$ cat config.mk
export PLATFORM = sky130hd
export DESIGN_NAME = hazard_scoreboard
export DESIGN_NICKNAME = d
export VERILOG_FILES = /design/src/rtl/hazard_pkg.sv /design/src/rtl/md_busy_counter.sv /design/src/rtl/hazard_scoreboard.sv
export SDC_FILE = /design/constraint.sdc
export NUM_CORES = 1
export LEC_CHECK = 0
export CELL_PAD_IN_SITES_DETAIL_PLACEMENT = 1
export CELL_PAD_IN_SITES_GLOBAL_PLACEMENT = 2
export CORE_MARGIN = 1
export CORE_UTILIZATION = 31
export DETAILED_ROUTE_END_ITERATION = 6
export GPL_ROUTABILITY_DRIVEN = 0
export PLACE_DENSITY_LB_ADDON = 0.05
export SLEW_MARGIN = 20
export SYNTH_ARGS = -nofsm -noshare
export SYNTH_HDL_FRONTEND = slang
export SYNTH_HIERARCHICAL = 1
export SYNTH_SLANG_ARGS = --single-unit
$ cat constraint.sdc
create_clock -name clk -period 4.5 [get_ports clk]
set_input_delay 0.675 -clock clk [delete_from_list [all_inputs] [get_ports clk]]
set_output_delay 0.675 -clock clk [all_outputs]
set_load 0.005 [all_outputs]
$ cat src/rtl/hazard_pkg.sv
// Shared definitions for the ID-stage hazard scoreboard: stall-cause bit
// positions, slot-field width helper and the default-geometry slot layout.
package hazard_pkg;

    localparam int CAUSE_LOAD  = 0;
    localparam int CAUSE_EARLY = 1;
    localparam int CAUSE_MD    = 2;
    localparam int CAUSE_W     = 3;

    localparam int DEF_RW_W  = 5;
    localparam int DEF_REM_W = 2;

    // Bits needed to hold a remaining-latency count of up to lat.
    function automatic int rem_width(input int lat);
        return (lat < 1) ? 1 : $clog2(lat + 1);
    endfunction

    typedef struct packed {
        logic                 valid;
        logic [DEF_RW_W-1:0]  rw;
        logic [DEF_REM_W-1:0] rem;
    } sb_slot_t;

endpackage

$ cat src/rtl/md_busy_counter.sv
// Busy counter for the multi-cycle mult/div unit: loads on start, counts
// down, and pulses done for one cycle on a natural 1 -> 0 transition.
module md_busy_counter #(
    parameter int MD_LAT = 32
) (
    input  logic clk,
    input  logic rst_n,
    input  logic start,
    input  logic kill,
    output logic busy,
    output logic done
);

    localparam int CW = $clog2(MD_LAT + 1);

    logic [CW-1:0] count;
    logic          done_q;

    // kill beats start; a restart on the final cycle suppresses the done pulse.
    always_ff @(posedge clk or negedge rst_n) begin
        if (!rst_n) begin
            count  <= '0;
            done_q <= 1'b0;
        end else begin
            done_q <= !kill && !start && (count == CW'(1));
            if (kill) begin
                count <= '0;
            end else if (start) begin
                count <= CW'(MD_LAT);
            end else if (count != '0) begin
                count <= count - CW'(1);
            end
        end
    end

    assign busy = (count != '0);
    assign done = done_q;

endmodule

$ cat src/rtl/hazard_scoreboard.sv
// ID-stage stall detector: shift-register scoreboard of in-flight register
// writes with per-slot remaining latency, plus the MD unit busy tracker.
module hazard_scoreboard
    import hazard_pkg::*;
#(
    parameter int NREG_AW  = 5,
    parameter int DEPTH    = 2,
    parameter int ALU_LAT  = 1,
    parameter int LOAD_LAT = 2,
    parameter int MD_LAT   = 32
) (
    input  logic                         clk,
    input  logic                         rst_n,
    input  logic [NREG_AW-1:0]           id_rs,
    input  logic [NREG_AW-1:0]           id_rt,
    input  logic                         id_use_rs,
    input  logic                         id_use_rt,
    input  logic                         id_early,
    input  logic                         id_md_use,
    input  logic                         issue,
    input  logic [NREG_AW-1:0]           issue_rw,
    input  logic                         issue_regwrite,
    input  logic                         issue_load,
    input  logic                         issue_md_start,
    input  logic [DEPTH-1:0]             flush_mask,
    input  logic                         md_kill,
    output logic                         stall,
    output logic [2:0]                   stall_cause,
    output logic                         md_busy,
    output logic                         md_done,
    output logic [$clog2(DEPTH+1)-1:0]   inflight
);

    localparam int REM_W = rem_width(LOAD_LAT);
    localparam int CNT_W = $clog2(DEPTH + 1);

    typedef struct packed {
        logic               valid;
        logic [NREG_AW-1:0] rw;
        logic [REM_W-1:0]   rem;
    } slot_t;

    if (!(DEPTH >= LOAD_LAT && LOAD_LAT >= ALU_LAT && ALU_LAT >= 1)) begin : g_bad_params
        $error("hazard_scoreboard: need DEPTH >= LOAD_LAT >= ALU_LAT >= 1");
    end

    slot_t slots [DEPTH];
    slot_t new_slot;
    logic  eff_issue;

    // The oldest slot always leaves the table, so its flush bit has nothing to kill.
    logic unused_last_flush;
    assign unused_last_flush = flush_mask[DEPTH-1];

    // One cycle of ageing: a slot survives only if it is not flushed and
    // still has latency left after this edge.
    function automatic slot_t age_slot(input slot_t s, input logic kill);
        slot_t r;
        r = '0;
        if (s.valid && !kill && (s.rem > REM_W'(1))) begin
            r.valid = 1'b1;
            r.rw    = s.rw;
            r.rem   = s.rem - REM_W'(1);
        end
        return r;
    endfunction

    // An instruction moves ID -> EX only when issue is high and no stall is
    // raised in the same cycle; an issue during a stall has no effect.
    assign eff_issue = issue && !stall;

    always_comb begin
        new_slot = '0;
        if (eff_issue && issue_regwrite && (issue_rw != '0)) begin
            new_slot.valid = 1'b1;
            new_slot.rw    = issue_rw;
            new_slot.rem   = issue_load ? REM_W'(LOAD_LAT) : REM_W'(ALU_LAT);
        end
    end

    always_ff @(posedge clk or negedge rst_n) begin
        if (!rst_n) begin
            for (int k = 0; k < DEPTH; k++) begin
                slots[k] <= '0;
            end
        end else begin
            for (int k = 1; k < DEPTH; k++) begin
                slots[k] <= age_slot(slots[k-1], flush_mask[k-1]);
            end
            slots[0] <= new_slot;
        end
    end

    // Scan oldest to youngest so the youngest matching write wins.
    logic [REM_W-1:0] rs_rem;
    logic [REM_W-1:0] rt_rem;

    always_comb begin
        rs_rem = '0;
        rt_rem = '0;
        for (int k = DEPTH - 1; k >= 0; k--) begin
            if (slots[k].valid && (slots[k].rw == id_rs)) begin
                rs_rem = slots[k].rem;
            end
            if (slots[k].valid && (slots[k].rw == id_rt)) begin
                rt_rem = slots[k].rem;
            end
        end
    end

    logic rs_used;
    logic rt_used;
    assign rs_used = id_use_rs && (id_rs != '0);
    assign rt_used = id_use_rt && (id_rt != '0);

    always_comb begin
        stall_cause = '0;
        stall_cause[CAUSE_LOAD] = !id_early &&
            ((rs_used && (rs_rem > REM_W'(1))) || (rt_used && (rt_rem > REM_W'(1))));
        stall_cause[CAUSE_EARLY] = id_early &&
            ((rs_used && (rs_rem != '0)) || (rt_used && (rt_rem != '0)));
        stall_cause[CAUSE_MD] = id_md_use && md_busy;
    end

    assign stall = |stall_cause;

    always_comb begin
        inflight = '0;
        for (int k = 0; k < DEPTH; k++) begin
            inflight = inflight + CNT_W'(slots[k].valid);
        end
    end

    md_busy_counter #(
        .MD_LAT (MD_LAT)
    ) u_md (
        .clk   (clk),
        .rst_n (rst_n),
        .start (eff_issue && issue_md_start),
        .kill  (md_kill),
        .busy  (md_busy),
        .done  (md_done)
    );

endmodule

## Word-level counts from Yosys, hierarchy flattened

Index checks and enable logic that the tools add are counted.

- Register bits: 23
- Input bits: 28
- Output and inout port bits: 8
- Logic and storage cells: 65

- $add $sub $neg: 3
- Magnitude comparators: 3
- Equality and inequality tests: 5
- Multiplexer cells: 10
- Reduce and logical (&&, ||, !) cells: 36

Operators by type and width:

| operator | count |
|---|---|
| $logic_and 1x1->1 | 21 |
| $eq 5x5->1 | 4 |
| $mux 6 | 3 |
| $mux 8 | 2 |
| $reduce_bool 5->1 | 3 |
| $mux 2 | 5 |
| $eq 6x1->1 const B | 1 |
| $gt 2x1->1 const B | 3 |
| $reduce_bool 6->1 | 1 |
| $sub 6x1->6 const B | 1 |
| $logic_not 1->1 | 5 |
| $reduce_bool 2->1 | 2 |
| $reduce_bool 3->1 | 1 |
| $reduce_or 3->1 | 1 |
| $add 1x1->2 | 1 |
| $logic_or 1x1->1 | 2 |
| $sub 2x1->2 const B | 1 |

## Longest topological paths before layout

- Depth after elaboration: 15
- Gate-level depth with buffers: 9
- Mapped depth without buffers: 9

## Hierarchy

The synthesis kept the hierarchy.

Modules (own cells, without submodules):

| module | instances | cells an instance | area an instance (sq um) | seq. area each (sq um) |
|---|---|---|---|---|
| hazard_scoreboard | 1 | 103 | 987.2 | 400.4 |
| md_busy_counter | 1 | 46 | 411.6 | 175.2 |

## Least setup slack after synthesis

Ideal clock, no wire load.

- Path type: input -> output
- From: input id_rt[1]
- To: output stall
- Data arrival time: 2323 ps
- Data required time: 3825 ps
- Slack: 1502 ps
- Cell stages on the path: 7
- Path buffers: 1
- Cells stage by stage: or4_1 o21ai_2 nor4_1 a41o_1 o21a_1 buf_6 or3_1

- Cells in the longest elaborated chain, start to end: 9
- Elaborated cells between the ends (all ways): 17
- Those cells by class: order compare: 1; eq/ne: 2; mux: 2; reduce/logical: 12

RTL lines:

| what | RTL line | RTL |
|---|---|---|
| start, declared | hazard_scoreboard.sv:15 | `input logic [NREG_AW-1:0] id_rt,` |
| $eq 5x5->1 | hazard_scoreboard.sv:105 | `if (slots[k].valid && (slots[k].rw == id_rt)) begin` |
| $logic_and 1x1->1 | hazard_scoreboard.sv:105 |  |
| $mux 2 (2 in a row) | hazard_scoreboard.sv:105 |  |
| $gt 2x1->1 / $reduce_bool 2->1 (equally long branches) | hazard_scoreboard.sv:119, hazard_scoreboard.sv:121 |  |
| $logic_and 1x1->1, on equally long branches | hazard_scoreboard.sv:119, hazard_scoreboard.sv:121 |  |
| $logic_or 1x1->1, on equally long branches | hazard_scoreboard.sv:119, hazard_scoreboard.sv:121 |  |
| $logic_and 1x1->1, on equally long branches | hazard_scoreboard.sv:118, hazard_scoreboard.sv:120 |  |
| $reduce_or 3->1 (*) | hazard_scoreboard.sv:125 | `assign stall = \|stall_cause;` |
| end, declared | hazard_scoreboard.sv:27 | `output logic stall,` |

Mark *: on every way between the ends. The rest lies on a longest branch, timed or not.

## Worst setup path after layout

Same ends and word-level chain as after synthesis.

==> qor.log <==
qor: status.run_status finished clean
qor: power.power.leakage 0.784 nW
qor: synth.ys_seq_area_frac 0.411
qor: floorplanning.die-width 69.2 um
qor: critical_path.timing.rr.start slots[13]$_DFF_PN0_
qor: timing.report.final.slew_viol_count 0
qor: floorplanning.initial_util 0.321
qor: synth.post_synth_inst_count 149
qor: critical_path.crit_arrival 3.32 ns
qor: timing.finalCritPeriodShare 0.889
qor: drt.vias_per_cell 5.11
qor: floorplanning.core_area 0.00435 mm^2
qor: drt.route.antenna.remaining_nets 0
qor: timing.hold_slack 0.378 ns
qor: clock_network.post-cts-setup-buffers 0
qor: power.seqPwrFrac 0.394
qor: power.power.combinational.fraction 0.425
qor: critical_path.cp_max_fo 3
qor: placed_design.pre_cts_ws 0.491 ns
qor: drt.average_wire_per_cell_in_the_routed_design 15.6 um
qor: min_path.worst_min_delay_path_class input port to asynchronous set/reset pin
qor: global_routing.grt_first_pass_wirelength 6470 um
qor: synth.synth_warnings 6
qor: global_routing.grt_start_max_net_pins 24
qor: synth.yosys.cell_types.count 42
qor: synth.synth_enable_flop_cells 0
qor: global_routing.globalRouteOverflowTotal 0
qor: drt.first_iter_violations 35
qor: critical_path.r2r-end u_md/count[0]$_DFFE_PN0P_
qor: clock_network.cts_num_sinks 23
qor: timing.worst_slew_margin_rel 0.347
qor: layout.finalCoreUtilization 0.423
qor: layout.syn2layout_area_growth 31.7%
qor: timing.timing.setup.tns 0 ns
qor: synth.synth_area_leader_cell dfrtp_1
qor: layout.insertedDiodeCount 0
qor: drt.route.vias.total 1215
qor: power.power.ir.vdd_worst 0.204 mV
qor: clock_network.clk_pin_slew_worst_paths 0.08 ns
qor: floorplanning.fp.dieH 69.2 um
qor: floorplanning.design.die.area 0.00479 mm^2
qor: floorplanning.io_pins 36
qor: critical_path.crit_required 3.83 ns
qor: placed_design.io_buf_count 34
qor: critical_path.crit_path_start_kind input port
qor: clock_network.cts_hold_buf 0
qor: timing.unrepaired_setup_endpoints_after_global_routing false
qor: synth.netlist_top_cells_area dfrtp_1 41%, xnor2_1 8.8%, ha_1 4.5%
qor: critical_path.critPathKind input port to output pin
qor: power.pwr_density_cell 381 mW/mm^2
qor: floorplanning.floorplan.rows 24
qor: clock_network.cts.path.max_buffers 2
qor: layout.drive_gt1_frac 0.0860
qor: drt.route.detailed.drc 0
qor: clock_network.cts-resized-gates 0
qor: placed_design.place_hpwl 3110 um
qor: power.p_switching 254 uW
qor: clock_network.cts_inserted_buffers 3
qor: timing.setup_viol 0
qor: synth.ys_ff_latch 23
qor: critical_path.worst_r2r_path_depth 9
qor: clock_network.cts_tree yes
qor: synth.netlist.area_leader.share 0.411
qor: critical_path.reg2reg_setup_slack 1.79 ns
qor: drt.routed_wirelength 3710 um
qor: synth.mappedNetlistArea 0.00140 mm^2
qor: clock_network.clock_latency 0.26 ns
qor: synth.syn_area_per_cell 9.39 um^2
qor: global_routing.grt_pass1_vias 1383
qor: timing.hold_viol_final 0
qor: power.clock_power_share 0.181
qor: synth.syn-num-nets 182
qor: timing.max_clock_freq 0.250 GHz
qor: synth.yosys_most_used_dff dfrtp_1
qor: layout.nNetsFinal 220
qor: synth.async_flop_share 1.00
qor: critical_path.end_kind output pin
qor: clock_network.cts_max_level 1
qor: timing.finalWorstPathRequiredPeriod 4.00 ns
qor: power.power.share.switching 0.362
qor: clock_network.clock-root-buffer clkbuf_8
qor: timing.worst-slew-pin-transition 0.966 ns
qor: power.power.internal 448 uW
qor: drt.dr.pass1.iters 4
qor: global_routing.grt_antenna_before_repair 0
qor: timing.skew 0.00238 ns
qor: timing.fin_ws 0.500 ns
qor: run.timing.max_cap.violations 0
qor: global_routing.grt_usage 0.169
## per-stage QoR
stage / cells / power (mW) / cell area [um^2]
after detailed placement: 234 / 0.583 / 1800
after CTS: 238 / 0.712 / 1850
after floorplan: 149 / 0.448 / 1400
after global routing: 238 / 0.762 / 1840
after global placement: 234 / 0.570 / 1800
final: 238 / 0.702 / 1840
## sequential cells by signal, indices dropped and copies added, names as in the netlist
name / flops
slots: 16
u_md/count: 6
u_md/done: 1
## worst max-delay path by stage
stage,cells past startpoint,to,start,slack (ns)
finish,8,stall,id_rt[1],0.50
CTS,8,stall,id_rs[3],0.48
floorplan,7,stall,id_rt[1],1.50
global placement,8,stall,id_rt[1],0.55
detailed placement,8,stall,id_rs[3],0.49
global route,8,stall,id_rs[3],0.34
## cell usage after synthesis (all sizes together) (2+ instances only)
| cell | count |
|---|---|
| nand2 | 15 |
| ha | 5 |
| or3 | 2 |
| inv | 7 |
| or4 | 4 |
| or2 | 3 |
| nor4b | 2 |
| buf | 2 |
| nor2 | 7 |
| dfrtp | 23 |
| nor3 | 10 |
| o21ai | 6 |
| nor4 | 5 |
| and2 | 8 |
| nand3 | 4 |
| xnor2 | 14 |
| a21oi | 7 |
| nand4 | 2 |
| xor2 | 6 |
## critical path: stages
cell and delay, ns:
clkdlybuf4s50_1 0.48, or4_1 0.56, o21ai_2 0.20, nor4_1 0.11
a41o_1 0.26, o21a_1 0.19, or3_1 0.39, clkdlybuf4s50_1 0.46
## power by group through the flow
stage | Clock [mW] | Sequential (mW) | Combinational [mW]
2_1_floorplan | 0 | 0.270 | 0.178
3_3_place_gp | 0 | 0.280 | 0.290
3_5_place_dp | 0 | 0.282 | 0.301
4_1_cts | 0.131 | 0.277 | 0.304
5_1_grt | 0.140 | 0.285 | 0.336
6_report | 0.127 | 0.277 | 0.298
## cell families (layout without fill, tap and decap cells)
kind of cell,count (synthesis),in the layout,synth area share
DFF,23,23,0.411
adders and majority gates,5,5,0.0447
and+or+nand+nor,68,68,0.277
buffers and inverters,10,47,0.0322
xor gates and xnor gates,20,20,0.125
AOI/OAI and AO/OA,23,23,0.109
## routing by layer
layer	wire length (um)	track usage	vias up
met1	1440	0.175	594
li1	-	-	601
met3	112	0.0305	2
met4	19	0.0454	0
met5	0	0	-
met2	2140	0.342	18
## cells in the final DEF, fill, tap and decap left out, types with 3 or more instances in the layout
master,instances
a21oi_1,7
and2_1,8
clkbuf_8,3
clkdlybuf4s50_1,33
dfrtp_1,23
ha_1,5
inv_1,7
nand2_1,15
nand3_1,4
nor2_1,7
nor3_1,10
nor4_1,4
o21ai_0,4
or4_1,4
xnor2_1,14
xor2_1,6
## final cells by class
class	count	area, um^2
Fill cell	502	2510
Multi-Input combinational cell	116	778
Tap cell	52	65.1
Sequential cell	23	576
Clock inverter	1	5.00
Inverter	7	26.3
Timing Repair Buffer	36	350
Clock buffer	3	41.3
(Power assumes the default switching activity.)
